**src/rtl/mul_arb.sv**
```systemverilog
// Two-requester arbiter in front of a shared 1-cycle multiplier with a hold slot.
// Define MUL_ARB_ROUND_ROBIN_EN for round-robin arbitration (default: A has priority).
module mul_arb #(
  parameter int XLEN = 64
) (
  input  logic              clk,
  input  logic              reset_n,
  input  logic              AValid,
  input  logic              BValid,
  output logic              AReady,
  output logic              BReady,
  input  logic [XLEN-1:0]   ASrcA,
  input  logic [XLEN-1:0]   ASrcB,
  input  logic [XLEN-1:0]   BSrcA,
  input  logic [XLEN-1:0]   BSrcB,
  input  logic [2:0]        AFunct3,
  input  logic [2:0]        BFunct3,
  input  logic              AFlush,
  input  logic              BFlush,
  output logic [XLEN-1:0]   MulSrcAE,
  output logic [XLEN-1:0]   MulSrcBE,
  output logic [2:0]        MulFunct3E,
  output logic              MulStallM,
  input  logic [2*XLEN-1:0] MulProdM,
  output logic              RespValid,
  input  logic              RespReady,
  output logic              RespId,
  output logic [2*XLEN-1:0] RespProd
);

  logic              mvalid;
  logic              mowner;
  logic              hvalid;
  logic              howner;
  logic [2*XLEN-1:0] hprod;

  logic              stall;
  logic              areq;
  logic              breq;
  logic              agnt;
  logic              bgnt;
  logic              accept;
  logic              gid;
  logic              mkill;
  logic              hkill;

  assign stall = hvalid & mvalid;

  // reset_n gates the requests so every output is low while in reset
  assign areq = AValid & ~AFlush & ~stall & reset_n;
  assign breq = BValid & ~BFlush & ~stall & reset_n;

`ifdef MUL_ARB_ROUND_ROBIN_EN
  logic rr;

  assign agnt = areq & (~breq | ~rr);
  assign bgnt = breq & (~areq | rr);
`else
  assign agnt = areq;
  assign bgnt = breq & ~areq;
`endif

  assign accept = agnt | bgnt;
  assign gid    = bgnt;

  assign AReady    = agnt;
  assign BReady    = bgnt;
  assign MulStallM = stall;

  always_comb begin
    MulSrcAE   = '0;
    MulSrcBE   = '0;
    MulFunct3E = '0;
    unique case (1'b1)
      agnt: begin
        MulSrcAE   = ASrcA;
        MulSrcBE   = ASrcB;
        MulFunct3E = AFunct3;
      end
      bgnt: begin
        MulSrcAE   = BSrcA;
        MulSrcBE   = BSrcB;
        MulFunct3E = BFunct3;
      end
      default: ;
    endcase
  end

  assign mkill = mvalid
               & ((AFlush & ~mowner) | (BFlush & mowner));
  assign hkill = hvalid
               & ((AFlush & ~howner) | (BFlush & howner));

  assign RespValid = hvalid | mvalid;
  assign RespId    = hvalid ? howner : (mvalid & mowner);
  assign RespProd  = hvalid ? hprod
                   : (mvalid ? MulProdM : '0);

  always_ff @(posedge clk or negedge reset_n) begin
    if (!reset_n) begin
      mvalid <= 1'b0;
      mowner <= 1'b0;
      hvalid <= 1'b0;
      howner <= 1'b0;
      hprod  <= '0;
    end else begin
      // M tracks the multiplier register; it only holds under stall
      if (!stall) begin
        mvalid <= accept;
        if (accept) mowner <= gid;
      end else if (mkill) begin
        mvalid <= 1'b0;
      end

      if (hvalid) begin
        if (RespReady || hkill) hvalid <= 1'b0;
      end else if (mvalid && !RespReady && !mkill) begin
        hvalid <= 1'b1;
        howner <= mowner;
        hprod  <= MulProdM;
      end
    end
  end

`ifdef MUL_ARB_ROUND_ROBIN_EN
  always_ff @(posedge clk or negedge reset_n) begin
    if (!reset_n) begin
      rr <= 1'b0;
    end else if (accept) begin
      rr <= ~gid;
    end
  end
`endif

endmodule
```
**config.mk**
```make
export PLATFORM = sky130hd
export DESIGN_NAME = mul_arb
export DESIGN_NICKNAME = d
export VERILOG_FILES = /design/src/rtl/mul_arb.sv
export SDC_FILE = /design/constraint.sdc
export NUM_CORES = 1
export LEC_CHECK = 0
export ABC_AREA = 1
export ABC_CLOCK_PERIOD_IN_PS = 1300
export CAP_MARGIN = 20
export CORE_AREA = 10 10 250 252
export CTS_CLUSTER_SIZE = 30
export DETAILED_ROUTE_END_ITERATION = 16
export DIE_AREA = 0 0 260 262
export PLACE_DENSITY = 0.51
export SYNTH_ARGS = -nofsm -noshare
export SYNTH_HDL_FRONTEND = slang
export SYNTH_SLANG_ARGS = --single-unit
```
**constraint.sdc**
```tcl
create_clock -name clk -period 1.3 [get_ports clk]
set_input_delay 0.13 -clock clk [delete_from_list [all_inputs] [get_ports clk]]
set_output_delay 0.13 -clock clk [all_outputs]
set_load 0.02 [all_outputs]
```
After elaboration in Yosys (flattened, before gate mapping)
Index checks and enable logic that the tools add are counted.

Add/sub/neg operators: 0. Multipliers: 0. Divide/modulo/power cells: 0. $lt $le $gt $ge: 0. Eq/ne operators: 1. Shift-type cells: 0. Mux-type cells: 11. Bitwise operators: 26. Reductions and logical operators: 7.

Operators with widths (count): 128-bit 2-to-1 mux (2); 64-bit one-hot mux with 2 select lines (2); 1-bit AND (15); 1-bit NOT (7); 1-bit 2-to-1 mux (6); 3-bit one-hot mux with 2 select lines (1); 1-bit bitwise OR (4); 2-bit AND reduction (2); 1-bit logical AND (2); 1-bit zero test (2); 2-bit by 1-bit inequality test with 1-bit output (second input constant) (1); 1-bit logical OR (1).

Flip-flop bits (word level): 132. Latch bits: 0. Memory bits (writable): 0. Bits in read-only memories: 0. Input bits: 397. Output and inout port bits: 264. Logic and storage cells: 50. Memories: 0.

Logic depth before layout (Yosys ltp)
Gate-level depths: netlist of run 1.

Depth after elaboration: 8. Depth in mapped cells: 9. Mapped depth without buffers: 6.

Worst setup path after synthesis of run 1
No wires, ideal clock.

Path kind: register to output. Start point: reg hvalid. End point: out MulSrcAE[48]. Data arrival time: 1342 ps. Data required time: 1170 ps. Path slack: -172 ps. Cell stages (with the launch flop): 9. Path buffers: 3. Cells stage by stage: dfrtp_1 -> buf_2 -> nand2_1 -> inv_2 -> nor2_4 -> buf_4 -> buf_4 -> nand3_1 -> nand2_1.

Cells in the longest elaborated chain, start to end: 7. Elaborated cells on any way between the ends: 9. Classes of those cells: mux: 1; bitwise: 8.

Ends and longest elaborated chain: start: declaration (line 33) `logic hvalid;`; start signal: assignment (line 103) `hvalid <= 1'b0;`; start signal: assignment (line 116) `if (RespReady || hkill) hvalid <= 1'b0;`; start signal: assignment (line 118) `hvalid <= 1'b1;`; 1-bit AND * (line 47) `assign stall = hvalid & mvalid;`; via MulStallM (line 23) `output logic MulStallM,`; 1-bit NOT (no line) *; 1-bit AND (2 in a row) (line 50) `assign areq = AValid & ~AFlush & ~stall & reset_n;`; 1-bit NOT (line 60) `assign bgnt = breq & ~areq;`; 1-bit AND (line 60); 64-bit one-hot mux with 2 select lines * (line 74) `unique case (1'b1)`; end: declaration (line 20) `output logic [XLEN-1:0] MulSrcAE,`.

Mark *: on every way through the listed nets, which the timed path passes. The rest lies on a longest branch.

Final worst setup path of run 1
Start point: reg hvalid. End point: out MulSrcAE[57].

Cells in the longest elaborated chain, start to end: 7. Elaborated cells on any way between the ends: 9. Classes of those cells: mux: 1; bitwise: 8.

Ends and longest elaborated chain (line): 1-bit AND * (47); 1-bit NOT (no line) *; 1-bit AND (2 in a row) (50); 1-bit NOT (60); 1-bit AND (60); 64-bit one-hot mux with 2 select lines * (74).

Mark *: on every way between the ends. The rest lies on a longest branch, timed or not.

==> results of run 1 <==
[power breakdown]
group	switching, mW	internal, mW	leakage [nW]
clock	2.03	3.70	0.326
combinational	4.54	4.21	8.13
sequential	0.705	5.46	1.64
total	7.27	13.4	10.1
[path summary, 6_finish.rpt]
check | from | endpoint | depth (start not counted)
worst max-delay path | hvalid | MulSrcAE[57] | 9
worst min-delay path | MulProdM[12] | hprod[12] | 3
worst max register to register | hvalid | hprod[37] | 10
worst min register to register | hprod[0] | hprod[0] | 2
max in group asynchronous | reset_n | hprod[0] | 4
min in group asynchronous | reset_n | howner | 3
[cells by family (layout without fill, tap and decap cells)]
logic type             count (synthesis)  in the layout  synth area share
AO/OA/AOI/OAI                          3              3           0.00181
other                                  0              7                 0
flip-flops                           132            132             0.369
buffers and inverters                134            944            0.0751
AND/OR/NAND/NOR                     1184           1184             0.555
[synthesized netlist by cell type]
cell type	number	share of area
buf_4	24	0.020
clkbuf_1	25	0.010
or2_2	1	0.00070
nor2_1	2	0.00084
buf_1	20	0.0084
nand2_2	1	0.00070
o21ai_0	1	0.00056
nor2_4	3	0.0038
dfrtp_1	132	0.37
nand3_2	1	0.0011
a21oi_1	1	0.00056
nand3_1	391	0.22
nand4_1	1	0.00070
o22ai_1	1	0.00070
buf_6	1	0.0013
nand2_1	784	0.33
buf_2	58	0.032
inv_1	4	0.0017
inv_2	2	0.00084
[critical path: stages (launching register included)]
cell and delay, ns:
dfrtp_4 0.52, nand2_4 0.11, inv_6 0.04, nor2_4 0.17, buf_12 0.19, buf_12 0.14, clkbuf_16 0.16, nand3_4 0.07
nand2_4 0.11, buf_12 0.13
[routing by layer]
layer,up-vias,routed length (µm),GRT usage
met4,8,3270,0.0958
li1,6282,-,-
met2,543,36200,0.341
met5,-,64,0
met1,6198,24400,0.197
met3,90,5840,0.0642
[per-stage QoR]
step | utilization | total power [mW] | TNS [ns] | cell area [µm²]
2_1_floorplan | - | 9.66 | -5.00 | 9510
3_3_place_gp | 0.321 | 14.2 | -305.27 | 18400
3_5_place_dp | 0.321 | 14.3 | -312.19 | 18400
4_1_cts | 0.345 | 20.5 | -311.04 | 19800
5_1_grt | 0.360 | 21.9 | -342.84 | 20600
6_report | 0.360 | 20.6 | -288.67 | 20600
[flip-flops by register name, summed over array words and instances, names as in the netlist]
name,cells
mvalid,1
hvalid,1
howner,1
hprod,128
mowner,1
[repair_timing]
action	4_1_cts	5_1_grt
hold endpoints to repair	43	0
setup endpoints to repair	395	485
setup buffers	14	15
hold buffers	1	0
gates cloned	16	14
pin swaps	18	59
gates resized for setup	862	320
[layout make-up]
cell class                      instances  area (µm²)
Antenna cell                            7        17.5
Clock buffer                           19         453
Clock inverter                         12         226
Fill cell                            6038       36700
Inverter                                6        53.8
Multi-Input combinational cell       1187        5900
Sequential cell                       132        3310
Tap cell                              765         957
Timing Repair Buffer                  907        9720
==> flow_metrics.tcl, run 1 <==
set metrics [dict create \
    clk_pin_slew_ns 0.06 \
    syn_inst 1453 \
    clock-sinks 132 \
    critPathLaunchType "flop" \
    violations "negative setup slack" \
    ys_ff_latch 132 \
    nNetsFinal 2648 \
    worst_ep_arrival_time_ns 2.08 \
    start_util 0.156 \
    skew_ns 0.00622 \
    numCtsBuffers 17 \
    whs_ns 0.290 \
    p_leak_nw 10.1 \
    dp_hpwl_mm 52.5 \
    firstDrtPassIters 5 \
    drc 0 \
    core_um2 57400 \
    row_count 88 \
    synth_cell_types 19 \
    area_growth_pct 130 \
    setup_violations 484 \
    cts_max_level 4 \
    fin_cells 3035 \
    path_class "reg2out" \
    status "complete, but fails checks" \
    die_x_um 260 \
    grt_max_degree 90 \
    cts_tree "done" \
    rsz0062_at_grt "yes" \
    antenna_found_initial 13 \
    place_congestion 1.00 \
    die_area_um2 68100 \
    fin_crit_sh 1.70 \
    maxSlewViolCount 0 \
    hold_viol_final 0 \
    drtIter0Drc 756 \
    avgSynthCellArea_um2 6.17 \
    viasPerCell 4.32 \
    avgRoutedWirePerCell_um 23.0 \
    ir_drop_v 0.000890 \
    final_cell_mix "nand2_1 (649), clkdlybuf4s50_1 (395), nand3_1 (341), buf_4 (268), dfrtp_1 (130)" \
    grt_overflow 0 \
    hold_path_class "in2reg" \
    yosysSeqAreaShare 0.369 \
    ant_nets 0 \
    regToRegSetupSlack_ns -0.73 \
    drive_gt1_frac 0.326 \
    fin_crit_ns 2.21 \
    required_ns 1.17 \
    cts_root_buffer "clkbuf_16" \
    portBuffers 660 \
    ys_warn_count 0 \
    via_count 13100 \
    netlist_area_um2 8960 \
    cts_buffer_depth 2 \
    clk-insertion-delay-late_ns 0.44 \
    max_freq_ghz 0.453 \
    routed_wirelength_mm 69.8 \
    syn-num-nets 1850 \
    setup_slack_ns -0.908 \
    power_density_nw_per_um2 1000 \
    fp.dieH_um 262 \
    worstPathMaxFanout 8 \
    slew_headroom 0.608 \
    placedCellCount 2942 \
    io_pins 661 \
    tightestPinTransition_ns 0.589 \
    cap_violations 0 \
    grt_pass1_wl_mm 95.8 \
    dpl_worst_slack_ns -1.02 \
    end_kind "primary output" \
    final_common_cell "nand2_1" \
    grt_pass1_vias 13500 \
    track_usage 0.191 \
]
Note: power is estimated with default switching activity, not from simulation.
==> inputs of run 2 (changes only) <==
--- a/config.mk
+++ b/config.mk
@@ -9,7 +9,7 @@
 export ABC_CLOCK_PERIOD_IN_PS = 1300
 export CAP_MARGIN = 20
 export CORE_AREA = 10 10 250 252
-export CTS_CLUSTER_SIZE = 30
+export CTS_CLUSTER_SIZE = 10
 export DETAILED_ROUTE_END_ITERATION = 16
 export DIE_AREA = 0 0 260 262
 export PLACE_DENSITY = 0.51
==> results of run 2 <==
The final DEF is identical to that of run 1; final timing and power are the same.
